===== src/rtl/decode_pkg.sv =====
// Shared RV32I decode constants: major opcodes, format codes and funct7 encodings.
// Imported by the decode stage and the immediate generator.
package decode_pkg;

   localparam logic [6:0] OP       = 7'b0110011;
   localparam logic [6:0] OP_IMM   = 7'b0010011;
   localparam logic [6:0] LOAD     = 7'b0000011;
   localparam logic [6:0] STORE    = 7'b0100011;
   localparam logic [6:0] BRANCH   = 7'b1100011;
   localparam logic [6:0] LUI      = 7'b0110111;
   localparam logic [6:0] AUIPC    = 7'b0010111;
   localparam logic [6:0] JAL      = 7'b1101111;
   localparam logic [6:0] JALR     = 7'b1100111;
   localparam logic [6:0] SYSTEM   = 7'b1110011;
   localparam logic [6:0] MISC_MEM = 7'b0001111;

   localparam logic [6:0] F7_BASE   = 7'b0000000;
   localparam logic [6:0] F7_ALT    = 7'b0100000;
   localparam logic [6:0] F7_MULDIV = 7'b0000001;

   typedef enum logic [2:0] {
      FMT_R    = 3'd0,
      FMT_I    = 3'd1,
      FMT_S    = 3'd2,
      FMT_B    = 3'd3,
      FMT_U    = 3'd4,
      FMT_J    = 3'd5,
      FMT_NONE = 3'd7
   } fmt_e;

endpackage


===== src/rtl/decode_stage_imm_gen.sv =====
// Combinational immediate generator: assembles the format-specific immediate
// and sign-extends it from instr[31] to XLEN. Unknown formats produce 0.
module imm_gen
   import decode_pkg::*;
#(
   parameter int XLEN = 32
) (
   input  logic [31:0]     i_instr,
   input  logic [2:0]      i_fmt,
   output logic [XLEN-1:0] o_imm
);

   logic [31:0] w_imm32;
   logic        w_unused;

   // The opcode bits never contribute to an immediate.
   assign w_unused = ^i_instr[6:0];

   // NOTE: every always_comb output gets a default first so no path leaves it unassigned (no latch).
   always_comb begin
      w_imm32 = '0;
      case (i_fmt)
         FMT_I:   w_imm32 = {{20{i_instr[31]}}, i_instr[31:20]};
         FMT_S:   w_imm32 = {{20{i_instr[31]}}, i_instr[31:25], i_instr[11:7]};
         FMT_B:   w_imm32 = {{19{i_instr[31]}}, i_instr[31], i_instr[7],
                             i_instr[30:25], i_instr[11:8], 1'b0};
         FMT_U:   w_imm32 = {i_instr[31:12], 12'b0};
         FMT_J:   w_imm32 = {{11{i_instr[31]}}, i_instr[31], i_instr[19:12],
                             i_instr[20], i_instr[30:21], 1'b0};
         default: w_imm32 = '0;
      endcase
   end

   assign o_imm = XLEN'($signed(w_imm32));

endmodule


===== src/rtl/decode_stage.sv =====
// Registered RV32I decode stage: classifies the incoming word, builds its immediate
// and holds the result in one output register bank under valid/ready control.
module decode_stage
   import decode_pkg::*;
#(
   parameter int XLEN     = 32,
   parameter bit ENABLE_M = 1'b0
) (
   input  logic            clk,
   input  logic            rst_n,
   input  logic            flush,
   input  logic            in_valid,
   output logic            in_ready,
   input  logic [31:0]     in_instr,
   input  logic [XLEN-1:0] in_pc,
   output logic            out_valid,
   input  logic            out_ready,
   output logic [XLEN-1:0] out_pc,
   output logic [6:0]      opcode,
   output logic [4:0]      rd,
   output logic [2:0]      funct3,
   output logic [4:0]      rs1,
   output logic [4:0]      rs2,
   output logic [6:0]      funct7,
   output logic [XLEN-1:0] imm,
   output logic [2:0]      fmt,
   output logic            rd_we,
   output logic            illegal
);

   logic [6:0]      w_opcode;
   logic [2:0]      w_funct3;
   logic [6:0]      w_funct7;
   fmt_e            w_fmt;
   logic            w_we;
   logic            w_illegal;
   logic [XLEN-1:0] w_imm;
   logic            w_capture;

   logic            r_valid;
   logic [XLEN-1:0] r_pc;
   logic [31:0]     r_instr;
   logic [XLEN-1:0] r_imm;
   logic [2:0]      r_fmt;
   logic            r_rd_we;
   logic            r_illegal;

   assign w_opcode = in_instr[6:0];
   assign w_funct3 = in_instr[14:12];
   assign w_funct7 = in_instr[31:25];

   always_comb begin
      w_fmt     = FMT_NONE;
      w_we      = 1'b0;
      w_illegal = 1'b0;
      case (w_opcode)
         OP: begin
            w_fmt = FMT_R;
            w_we  = 1'b1;
            // SUB/SRA are the only alternate-encoding R-type ops in the base set.
            if (!((w_funct7 == F7_BASE) ||
                  (w_funct7 == F7_ALT && (w_funct3 == 3'b000 || w_funct3 == 3'b101)) ||
                  (ENABLE_M && w_funct7 == F7_MULDIV)))
               w_illegal = 1'b1;
         end
         OP_IMM: begin
            w_fmt = FMT_I;
            w_we  = 1'b1;
            if (w_funct3 == 3'b001 && w_funct7 != F7_BASE)
               w_illegal = 1'b1;
            if (w_funct3 == 3'b101 && w_funct7 != F7_BASE && w_funct7 != F7_ALT)
               w_illegal = 1'b1;
         end
         LOAD, JALR: begin
            w_fmt = FMT_I;
            w_we  = 1'b1;
         end
         SYSTEM: begin
            w_fmt = FMT_I;
            w_we  = (w_funct3 != 3'b000);
         end
         MISC_MEM: w_fmt = FMT_I;
         STORE:    w_fmt = FMT_S;
         BRANCH:   w_fmt = FMT_B;
         LUI, AUIPC: begin
            w_fmt = FMT_U;
            w_we  = 1'b1;
         end
         JAL: begin
            w_fmt = FMT_J;
            w_we  = 1'b1;
         end
         default: w_illegal = 1'b1;
      endcase
      if (in_instr[1:0] != 2'b11)
         w_illegal = 1'b1;
      if (w_illegal) begin
         w_fmt = FMT_NONE;
         w_we  = 1'b0;
      end
   end

   imm_gen #(.XLEN(XLEN)) u_imm_gen (
      .i_instr (in_instr),
      .i_fmt   (w_fmt),
      .o_imm   (w_imm)
   );

   assign in_ready  = !r_valid || out_ready;
   assign w_capture = in_valid && in_ready && !flush;

   // NOTE: sequential state uses non-blocking assignments so every register samples pre-edge values.
   always_ff @(posedge clk) begin
      if (!rst_n) begin
         r_valid   <= 1'b0;
         r_pc      <= '0;
         r_instr   <= '0;
         r_imm     <= '0;
         r_fmt     <= FMT_NONE;
         r_rd_we   <= 1'b0;
         r_illegal <= 1'b0;
      end else if (w_capture) begin
         r_valid   <= 1'b1;
         r_pc      <= in_pc;
         r_instr   <= in_instr;
         r_imm     <= w_imm;
         r_fmt     <= w_fmt;
         r_rd_we   <= w_we && (in_instr[11:7] != 5'd0);
         r_illegal <= w_illegal;
      end else if (flush || out_ready) begin
         r_valid   <= 1'b0;
      end
   end

   assign out_valid = r_valid;
   assign out_pc    = r_pc;
   assign opcode    = r_instr[6:0];
   assign rd        = r_instr[11:7];
   assign funct3    = r_instr[14:12];
   assign rs1       = r_instr[19:15];
   assign rs2       = r_instr[24:20];
   assign funct7    = r_instr[31:25];
   assign imm       = r_imm;
   assign fmt       = r_fmt;
   assign rd_we     = r_rd_we;
   assign illegal   = r_illegal;

endmodule


===== config.mk =====
export PLATFORM = sky130hd
export DESIGN_NAME = decode_stage
export DESIGN_NICKNAME = d
export VERILOG_FILES = /design/src/rtl/decode_pkg.sv /design/src/rtl/decode_stage_imm_gen.sv /design/src/rtl/decode_stage.sv
export SDC_FILE = /design/constraint.sdc
export NUM_CORES = 1
export LEC_CHECK = 0
export ABC_AREA = 1
export BUFFER_PORTS_ARGS = -buffer_cell sky130_fd_sc_hd__buf_2
export CAP_MARGIN = 20
export CORE_AREA = 2 2 108 110
export CTS_CLUSTER_SIZE = 30
export DETAILED_ROUTE_END_ITERATION = 8
export DIE_AREA = 0 0 110 112
export PLACE_DENSITY = 0.66
export SLEW_MARGIN = 20
export SYNTH_ARGS = -nofsm -noshare
export SYNTH_HDL_FRONTEND = slang
export SYNTH_HIERARCHICAL = 1
export SYNTH_SLANG_ARGS = --single-unit

===== constraint.sdc =====
create_clock -name clk -period 4.6 [get_ports clk]
set_input_delay 0.23 -clock clk [delete_from_list [all_inputs] [get_ports clk]]
set_output_delay 0.23 -clock clk [all_outputs]
set_load 0.01 [all_outputs]

==> out/results.ini, run 1 <==
[global_route]
grtUsageTotal_pct=21.7
grt_max_degree=114
grt_pass1_vias=4311
grt_pass1_wl_mm=21.0
antenna_found_initial=0
grt-ovfl-total=0

[synthesis]
muxShareOfSynthArea_pct=0
yosysSeqAreaShare_pct=47.7
synthTopCellsByArea=dfxtp_1 48%, nor2_1 18%, o21ai_0 11%
ys_types=22
syn_avg_cell_area_um2=6.98
yosysWarnings=6
synth-xor-area-share_pct=0
synth_area_um2=4280
synthAdderAreaFrac_pct=0
synth_cells=613
syn_nets=682
synth_top_area_cell=dfxtp_1
yosys.area_share.simple_pct=30.7
ys_seq_elements=102
synth_top_area_share_pct=47.7
synth_compound_area_share_pct=13.9
synth_top_family_by_area=simple AND/OR/NAND/NOR gates

[floorplanning]
die_area_um2=12300
die_w_um=110
fp.dieH_um=112
core-area_um2=11200
ios=172
start_util_pct=38.3
rows=39

[setup_path]
r2r_end=rd_we$_SDFFE_PN0P_
cp_max_fo=25
path_delay_family=simple AND/OR/NAND/NOR gates
required_ns=4.89
cpMostUsedCell=nor2_1
critPathLaunch=in_instr[29]
worstRegToRegCells=8
path_cells=buf_2, nor2_1, nand2_1, nor3_1, nor2_1, nor2_2, nand3b_1, inv_2, o211ai_2, nand3_1, nor2_1, nor2_1
path_buf_inv=2
crit_type=input pin to register
cp-end-kind=register
reg2reg_from=out_valid$_SDFFE_PN0P_
r2r_slack_ns=2.59
crit_slowest_cell=nand3b_1
arrival_ns=3.03
critPathLaunchType=input pin
slowest_delay_ns=0.66

[cells_and_area]
drive_gt1_share_pct=26.1
areaGrowthSynthToFinish_pct=28.0
final_cell_mix=201 x nor2_1, 171 x buf_2, 102 x dfxtp_1, 98 x o21ai_0, 58 x nand2_1
num-nets-final=826
antennaDiodeCount=0
mostFrequentLayoutCell=nor2_1

[run_status]
status=completed

[clocking]
ctsHoldBuffers=0
postCtsSetupBuffers=0
clock_sinks=102
cts_max_level=3
clock_latency_ns=0.35
clock-root-buffer=clkbuf_16
cts_resized=0
cts_tree=yes
clk_path_buf_depth=2
cts_made_buffers=9
cts.clk_slew.worst_paths_ns=0.07

[sta]
timing.final.ws_setup_ns=1.86
worst_slew_pin_slew_ns=0.953
setup_viol=0
fin_crit_sh_pct=59.6
min_period_ns=2.74
hold_viol=0
max_freq_mhz=365
slew_violations=0
fin_tns_setup_ns=0
worst_clock_skew_ns=0.00375
relSlewSlack_pct=36.5
rsz0062_at_grt=no

[power]
ir_drop_v=0.000205
leakagePower_nw=2.96
p_per_area_nw_per_um2=391

[route]
via_per_inst=5.04
drtPass1Iterations=6
drc_errors=0
postRouteWirelength_mm=13.3
via_count=4559
ant_nets=0
wl_per_cell_um=14.7
drtIter0Drc=324

[place]
hpwl_mm=9.36
numPortBuffers=171
gp_congestion=0.973
dp_slack_ns=1.65

[hold_path]
min_path_type=input pin to register
holdPathEnd=out_valid$_SDFFE_PN0P_
hold_start=flush
whs_path_depth=2

[job]
cap_violations=0

[cell usage after synthesis]
cell type    n
a211oi_1     1
a21oi_1     16
buf_2       12
buf_4        6
buf_6        3
clkbuf_1    20
dfxtp_1    102
inv_1       27
inv_2        4
nand2_1     58
nand2_2      1
nand3_1     53
nand3b_1     1
nand4_1      3
nor2_1     201
nor2_2       1
nor2_4       1
nor3_1       2
nor3_4       1
o211ai_2     1
o21ai_0     98
o21ai_1      1
[flip-flops by register name, indices dropped and copies added, names as in the netlist]
register and count:
rd_we 1, out_valid 1, out_pc 32, r_instr 32, illegal 1, imm 32
fmt 3
[cell families (layout without fill, tap and decap cells)]
family,after synthesis,in the layout
flip-flops,102,102
AND/OR/NAND/NOR,322,322
buffers and inverters,72,221
AO/OA/AOI/OAI,117,117
[routing by layer]
metal	up-vias	track usage [%]	part of all wire (%)
met2	222	33.2	44
met5	-	0	0
met4	0	10.1	2.3
li1	2251	-	-
met1	2063	28.6	43
met3	23	5.21	10
[through the flow]
stage	area, um2	power, mW	hold slack [ns]	utilization (%)	instances
5_1_grt	5480	2.23	0.0892	49.0	905
6_report	5480	2.14	0.0999	49.0	905
4_1_cts	5480	2.16	0.0887	49.0	905
3_5_place_dp	5120	1.26	0.457	45.9	889
3_3_place_gp	5120	1.25	0.447	45.9	889
2_1_floorplan	4280	1.13	0.308	-	613
[cell type report]
type / instances / area (um2)
Inverter: 31 / 116
Fill cell: 1108 / 5690
Clock buffer: 10 / 239
Sequential cell: 102 / 2040
Multi-Input combinational cell: 439 / 1910
Clock inverter: 6 / 116
Timing Repair Buffer: 174 / 878
Tap cell: 143 / 179
[power breakdown]
part / switching (mW) / internal [mW]
clock network: 0.352 / 0.552
registers: 0.0282 / 0.941
logic: 0.172 / 0.0982
[worst max path at each step]
stage	depth (start not counted)	end	slack [ns]
after global routing	14	imm[21]$_SDFFE_PN0P_	1.62
after CTS	12	imm[21]$_SDFFE_PN0P_	2.00
after floorplan	12	imm[20]$_SDFFE_PN0P_	2.88
after detailed placement	12	imm[21]$_SDFFE_PN0P_	1.65
final	12	imm[21]$_SDFFE_PN0P_	1.86
after global placement	14	imm[31]$_SDFFE_PN0P_	1.86
(Power assumes the default switching activity.)
==> run 2, diff against run 1 <==
--- a/config.mk
+++ b/config.mk
@@ -5,14 +5,13 @@
 export SDC_FILE = /design/constraint.sdc
 export NUM_CORES = 1
 export LEC_CHECK = 0
-export ABC_AREA = 1
+export ABC_AREA = 0
 export BUFFER_PORTS_ARGS = -buffer_cell sky130_fd_sc_hd__buf_2
 export CAP_MARGIN = 20
-export CORE_AREA = 2 2 108 110
+export CORE_AREA = 2 2 112 114
 export CTS_CLUSTER_SIZE = 30
 export DETAILED_ROUTE_END_ITERATION = 8
-export DIE_AREA = 0 0 110 112
-export PLACE_DENSITY = 0.66
+export DIE_AREA = 0 0 114 116
 export SLEW_MARGIN = 20
 export SYNTH_ARGS = -nofsm -noshare
 export SYNTH_HDL_FRONTEND = slang
==> constraint.sdc (replaced) <==
create_clock -name clk -period 2.6 [get_ports clk]
set_input_delay 0.13 -clock clk [delete_from_list [all_inputs] [get_ports clk]]
set_output_delay 0.13 -clock clk [all_outputs]
set_load 0.01 [all_outputs]
==> run 2 against run 1 <==
Clock power grew 47%. Global-route usage shrank 2.1 points. Sequential share of layout area shrank 2.1 points. First-iteration DRC count shrank 4.6%. Die area grew 7.3%. Non-clock buffer count grew 10. Critical path depth shrank 2. Total power grew 58%. Sequential power grew 69%. Critical endpoint is now imm[26]$_SDFFE_PN0P_. Largest cell class is now multi-input gates. Highest routed layer unchanged.
==> out/results.ini, run 2 <==
[run_status]
status=completed

[cells_and_area]
mostFrequentLayoutCell=nand2_1
antennaDiodeCount=0  ; unchanged
multi_input_area_um2=2280  ; +20%
areaGrowthSynthToFinish_pct=27.4
num-nets-final=773  ; -6.4%
area.sequential_um2=2040  ; unchanged
final_cell_mix=200 x nand2_1, 171 x buf_2, 102 x dfxtp_1, 78 x a21boi_1, 24 x a21boi_0
post-route-cell-area_um2=5800  ; +5.9%
fill_cells=1198  ; +8.1%
drive_gt1_share_pct=28.8  ; +2.7 points

[global_route]
grtUsageTotal_pct=19.6  ; -2.1 points
grt_util_met2_pct=32.3  ; -0.87 points
met1_usage_pct=25.3  ; -3.4 points
grt_pass1_wl_mm=20.4  ; -2.7%
gr-usage-met3_pct=4.39  ; -0.82 points
grt_pass1_vias=3997  ; -7.3%
grt-ovfl-total=0  ; unchanged
top_usage_layer=met2
antenna_found_initial=0  ; unchanged
grt_max_degree=73  ; -36%

[setup_path]
critPathLaunchType=input pin
cp_max_fo=16  ; -36%
worstRegToRegCells=6  ; -2
r2r_end=r_instr[19]$_SDFFE_PN0P_
r2r_slack_ns=1.08  ; -1.51 ns
path_buf_inv=1  ; -1
arrival_ns=2.33  ; -0.70 ns
slowest_delay_ns=0.50  ; -0.16 ns
reg2reg_from=out_valid$_SDFFE_PN0P_
path_cells=buf_2, nand2b_1, a21oi_1, o2111ai_1, nor3_2, nand2_1, nand3b_1, nand3_1, nand2_1, a21boi_0
required_ns=2.86  ; -2.03 ns
path_delay_family=simple AND/OR/NAND/NOR gates
cpMostUsedCell=nand2_1
crit_type=input pin to register
cp-end-kind=register
crit_slowest_cell=nand3b_1

[floorplanning]
start_util_pct=38.2  ; -0.070 points
ios=172  ; unchanged
die_w_um=114  ; +3.6%
die_area_um2=13200  ; +7.3%
rows=40  ; +2.6%
core-area_um2=11900  ; +6.6%
fp.dieH_um=116  ; +3.6%

[synthesis]
synthArstFlopShare_pct=0  ; unchanged
synth_top_area_cell=dfxtp_1
synth_cells=554  ; -9.6%
synth_edf_count=0  ; unchanged
yosysMostFrequentCell=nand2_1
synth_top_area_share_pct=44.8  ; -2.9 points
synthTopCellsByArea=dfxtp_1 45%, nand2_1 16%, a21boi_1 13%
synthTopCellsByCount=200 x nand2_1, 102 x dfxtp_1, 78 x a21boi_1, 24 x a21boi_0, 19 x clkbuf_1
ys_types=50  ; +130%
yosysSeqAreaShare_pct=44.8  ; -2.9 points
yosysWarnings=6  ; unchanged
syn_avg_cell_area_um2=8.22  ; +18%
syn_nets=623  ; -8.7%
ys_seq_elements=102  ; unchanged
synth_area_um2=4560  ; +6.4%
synth_ff_type=dfxtp_1

[sta]
fin_crit_sh_pct=79.4
rsz0062_at_grt=no
worst_clock_skew_ns=0.00372  ; -0.0000259 ns
fin_tns_setup_ns=0  ; unchanged
setup_viol=0  ; unchanged
hold_viol=0  ; unchanged
worst_slew_pin_slew_ns=0.594  ; -0.359 ns
relSlewSlack_pct=60.4  ; +24 points
min_period_ns=2.06
max_freq_mhz=484
slew_violations=0  ; unchanged

[hold_path]
hold_start=in_pc[16]
whs_path_depth=3  ; +1
holdPathEnd=out_pc[16]$_SDFFE_PN0P_
min_path_type=input pin to register

[clocking]
cts_tree=yes
postCtsSetupBuffers=0  ; unchanged
clk_path_buf_depth=2  ; unchanged
cts_max_level=3  ; unchanged
clock_latency_ns=0.34  ; about the same
cts_resized=0  ; unchanged
clock_sinks=102  ; unchanged
ctsHoldBuffers=1  ; +1
cts.clk_slew.worst_paths_ns=0.07  ; about the same
clock-root-buffer=clkbuf_16
cts_made_buffers=9  ; unchanged

[route]
drtPass1Iterations=4  ; -2
via_count=4335  ; -4.9%
ant_nets=0  ; unchanged
drtIter0Drc=309  ; -4.6%
via_per_inst=5.06  ; +0.53%
postRouteWirelength_mm=13.0  ; -2.6%
wl_per_cell_um=15.2  ; +3.0%
drc_errors=0  ; unchanged

[place]
numPortBuffers=171  ; unchanged
gp_congestion=0.882  ; -9.3%
placed_area_um2=5500  ; +7.3%
hpwl_mm=9.36  ; about the same

[power]
leakagePower_nw=2.56  ; -14%
ir_drop_v=0.000292  ; +42%
finalPower_mw=3.38  ; +58%
p_per_area_nw_per_um2=583  ; +49%

[job]
cap_violations=0  ; unchanged

run 2: cell types whose count changed after synthesis, sizes merged, moves of 29 or more:
cell,previous run,this run
a21boi,0,103
inv,31,2
nand2,59,200
nand3,53,13
nor2,203,5
o21ai,99,5
run 2: power breakdown:
group	internal (mW)	leakage (nW)	switching (mW)	total (mW)
Clock	0.743	0.134	0.583	1.33
Combinational	0.174	1.59	0.242	0.416
Sequential	1.62	0.830	0.0253	1.64
Total	2.53	2.56	0.850	3.38
run 2: layout make-up:
type / instances / share of cell area (%)
Timing Repair Buffer: 184 / 17.1
Tap cell: 147 / 3.17
Multi-Input combinational cell: 405 / 39.4
Sequential cell: 102 / 35.2
Inverter: 2 / 0.129
Clock inverter: 6 / 1.08
Clock buffer: 10 / 3.95
run 2: how the worst max path moves through the flow:
| stage | from | to | depth (start not counted) | slack [ns] |
|---|---|---|---|---|
| 3_5_place_dp | in_instr[3] | imm[26]$_SDFFE_PN0P_ | 9 | 0.21 |
| 6_report | in_instr[6] | imm[26]$_SDFFE_PN0P_ | 10 | 0.54 |
| 2_1_floorplan | in_instr[6] | imm[21]$_SDFFE_PN0P_ | 12 | 0.60 |
| 4_1_cts | in_instr[3] | imm[26]$_SDFFE_PN0P_ | 9 | 0.57 |
| 5_1_grt | in_instr[6] | imm[26]$_SDFFE_PN0P_ | 10 | 0.25 |
| 3_3_place_gp | in_instr[3] | imm[26]$_SDFFE_PN0P_ | 9 | 0.33 |
run 2: layer usage:
layer,vias to the layer above,share of wire [%]
met3,12,5.6
met1,2035,45
li1,2159,-
met5,-,0
met2,129,48
met4,0,1.5
run 2: logic make-up (layout without fill, tap and decap cells):
| group | after synthesis | in the layout | synth area share (%) |
|---|---|---|---|
| compound gates | 138 | 138 | 22.8 |
| buf+inv | 47 | 202 | 5.14 |
| mux | 1 | 1 | 0.220 |
| xor+xnor | 1 | 1 | 0.192 |
| simple gates | 265 | 265 | 26.8 |
| flops | 102 | 102 | 44.8 |
run 2: metrics by stage:
step	hold slack, ns	std cells	util [%]	worst slack (ns)
global placement	0.330	839	46.2	0.333
detailed placement	0.341	839	46.2	0.212
finish	0.0134	856	48.7	0.535
floorplan	0.206	554	-	0.596
global route	0.00660	856	48.7	0.253
CTS	0.000736	856	48.7	0.571
run 2: worst min-delay path: cells and delay by family:
family / cells / cell delay (ns)
AO/OA/AOI/OAI: 1 / 0.05
buffers and inverters: 1 / 0.09
AND/OR/NAND/NOR: 1 / 0.04
==> run 3, diff against run 2 <==
==> constraint.sdc (replaced) <==
create_clock -name clk -period 1.9 [get_ports clk]
set_input_delay 0.095 -clock clk [delete_from_list [all_inputs] [get_ports clk]]
set_output_delay 0.095 -clock clk [all_outputs]
set_load 0.01 [all_outputs]
==> run 3 against run 2 <==
Register-to-register slack worse by 0.69 ns. Count of clock-buffer cells in the layout is 2 higher. Total power increased by 44%. Combinational power grew 63%. Critical endpoint is now imm[12]$_SDFFE_PN0P_. Largest cell class unchanged.
==> out/results.ini, run 3 (synthesis gave the netlist of run 2 again) <==
[cells_and_area]
antennaDiodeCount=0  ; unchanged
mostFrequentLayoutCell=nand2_1
final_cell_mix=199 x nand2_1, 171 x buf_2, 102 x dfxtp_1, 79 x a21boi_1, 38 x buf_4
num-nets-final=837  ; +8.3%
drive_gt1_share_pct=31.2  ; +2.4 points
fill_cells=1162  ; -3.0%
areaGrowthSynthToFinish_pct=41.6
post-route-cell-area_um2=6450  ; +11%

[place]
hpwl_mm=9.63  ; +2.8%
placed_area_um2=5770  ; +4.9%
gp_congestion=0.903  ; +2.4%
numPortBuffers=171  ; unchanged
dp_slack_ns=-0.182  ; -0.394 ns

[setup_path]
path_buf_inv=3  ; +2
cpMostUsedCell=buf_4
crit_type=input pin to register
critPathLaunch=in_instr[27]
reg2reg_from=out_valid$_SDFFE_PN0P_
required_ns=2.13  ; -0.73 ns
path_cells=buf_2, nor4_1, buf_4, a311oi_2, nor3_2, nand2_2, buf_4, nor2_2, o2bb2ai_1, nand2_1, a21boi_1
cp-end-kind=register
path_delay_family=simple AND/OR/NAND/NOR gates
crit_slowest_cell=nor4_1
slowest_delay_ns=0.33  ; -0.17 ns
r2r_end=imm[12]$_SDFFE_PN0P_
arrival_ns=2.00  ; -0.33 ns
critPathLaunchType=input pin
worstRegToRegCells=6  ; unchanged
r2r_slack_ns=0.39  ; -0.69 ns
cp_max_fo=10  ; -6

[sta]
hold_viol=0  ; unchanged
slew_violations=0  ; unchanged
worst_clock_skew_ns=0.00337  ; -0.000351 ns
timing.final.ws_setup_ns=0.134  ; -0.402 ns
min_period_ns=1.77
max_freq_mhz=566
fin_tns_setup_ns=0  ; unchanged
fin_crit_sh_pct=93.0
rsz0062_at_grt=yes
setup_viol=0  ; unchanged
relSlewSlack_pct=56.5  ; -3.9 points
worst_slew_pin_slew_ns=0.652  ; +0.0580 ns

[floorplanning]
ios=172  ; unchanged
rows=40  ; unchanged
core-area_um2=11900  ; unchanged
die_area_um2=13200  ; unchanged
start_util_pct=38.2  ; unchanged
fp.dieH_um=116  ; unchanged
die_w_um=114  ; unchanged

[hold_path]
whs_path_depth=3  ; unchanged
holdPathEnd=r_instr[3]$_SDFFE_PN0P_
min_path_type=input pin to register
hold_start=in_instr[3]

[clocking]
cts.clk_slew.worst_paths_ns=0.06  ; about the same
cts_tree=yes
clock_latency_ns=0.34  ; about the same
cts_made_buffers=9  ; unchanged
clock-root-buffer=clkbuf_16
cts_max_level=3  ; unchanged
clk_path_buf_depth=2  ; unchanged
clock_sinks=102  ; unchanged

[route]
ant_nets=0  ; unchanged
via_per_inst=4.97  ; -2.0%
drc_errors=0  ; unchanged
via_count=4568  ; +5.4%
drtIter0Drc=255  ; -17%
drtPass1Iterations=5  ; +1
postRouteWirelength_mm=13.5  ; +3.5%
wl_per_cell_um=14.6  ; -3.7%

[global_route]
grt_pass1_vias=4412  ; +10%
grt_max_degree=71  ; -2.7%
grt_pass1_wl_mm=21.3  ; +4.2%
antenna_found_initial=0  ; unchanged
grt-ovfl-total=0  ; unchanged
grtUsageTotal_pct=20.4  ; +0.82 points

[power]
p_per_area_nw_per_um2=757  ; +30%
finalPower_mw=4.88  ; +44%
ir_drop_v=0.000418  ; +43%
leakagePower_nw=2.89  ; +13%

[job]
cap_violations=0  ; unchanged

[run_status]
status=completed

## run 3: cell types whose count changed in the layout (fill, tap and decap cells not counted), sizes merged
cell	before	now
buf	183	215
bufinv	1	2
clkbuf	10	12
clkinvlp	3	0
dlygate4sd3	1	33
## run 3: layout make-up
type / count / area, um2 / area share, %
Tap cell: 147 / 184 / 2.85
Inverter: 2 / 7.51 / 0.116
Clock buffer: 12 / 246 / 3.82
Timing Repair Buffer: 248 / 1590 / 24.7
Sequential cell: 102 / 2040 / 31.7
Multi-Input combinational cell: 405 / 2310 / 35.8
Clock inverter: 4 / 70.1 / 1.09
## run 3: per-stage QoR
| step | instances | utilization [%] | hold slack, ns |
|---|---|---|---|
| CTS | 917 | 53.9 | 0.00313 |
| global route | 920 | 54.1 | 0.0225 |
| finish | 920 | 54.1 | 0.0182 |
| floorplan | 554 | - | 0.171 |
| detailed placement | 868 | 48.4 | 0.307 |
| global placement | 868 | 48.4 | 0.295 |
## run 3: metal layers
metal | GRT usage, % | up-vias | part of all wire [%]
met2 | 36.5 | 118 | 51
met4 | 7.80 | 0 | 1.6
met1 | 24.2 | 2144 | 43
met3 | 4.03 | 15 | 5.1
li1 | - | 2291 | -
met5 | 0 | - | 0
## run 3: worst max-delay path by stage
| stage | to | slack, ns | depth (start not counted) |
|---|---|---|---|
| 2_1_floorplan | imm[17]$_SDFFE_PN0P_ | 0.008 | 12 |
| 3_3_place_gp | imm[7]$_SDFFE_PN0P_ | -0.14 | 11 |
| 3_5_place_dp | imm[17]$_SDFFE_PN0P_ | -0.18 | 11 |
| 4_1_cts | imm[12]$_SDFFE_PN0P_ | 0.14 | 11 |
| 5_1_grt | imm[8]$_SDFFE_PN0P_ | -0.05 | 11 |
| 6_report | imm[12]$_SDFFE_PN0P_ | 0.13 | 11 |
## run 3: power breakdown
| part | switching, mW | internal, mW | leakage (nW) | total, mW |
|---|---|---|---|---|
| Sequential | 0.0363 | 2.21 | 0.830 | 2.25 |
| Combinational | 0.351 | 0.326 | 1.90 | 0.678 |
| Clock | 0.767 | 1.19 | 0.157 | 1.95 |
| Total | 1.15 | 3.73 | 2.89 | 4.88 |
## run 3: what timing repair did
action,CTS,global route
hold buffers,33,0
setup buffers,0,3
gates resized for setup,0,4
setup endpoints to repair,0,25
endpoints found under the hold margin,33,0
## run 3: worst register-to-register path, stage by stage (launching register included)
cell and delay (ns):
dfxtp_1 0.32, nor2b_1 0.28, inv_2 0.06, nand3b_1 0.20
buf_12 0.29, nand2_1 0.13, a21boi_1 0.16
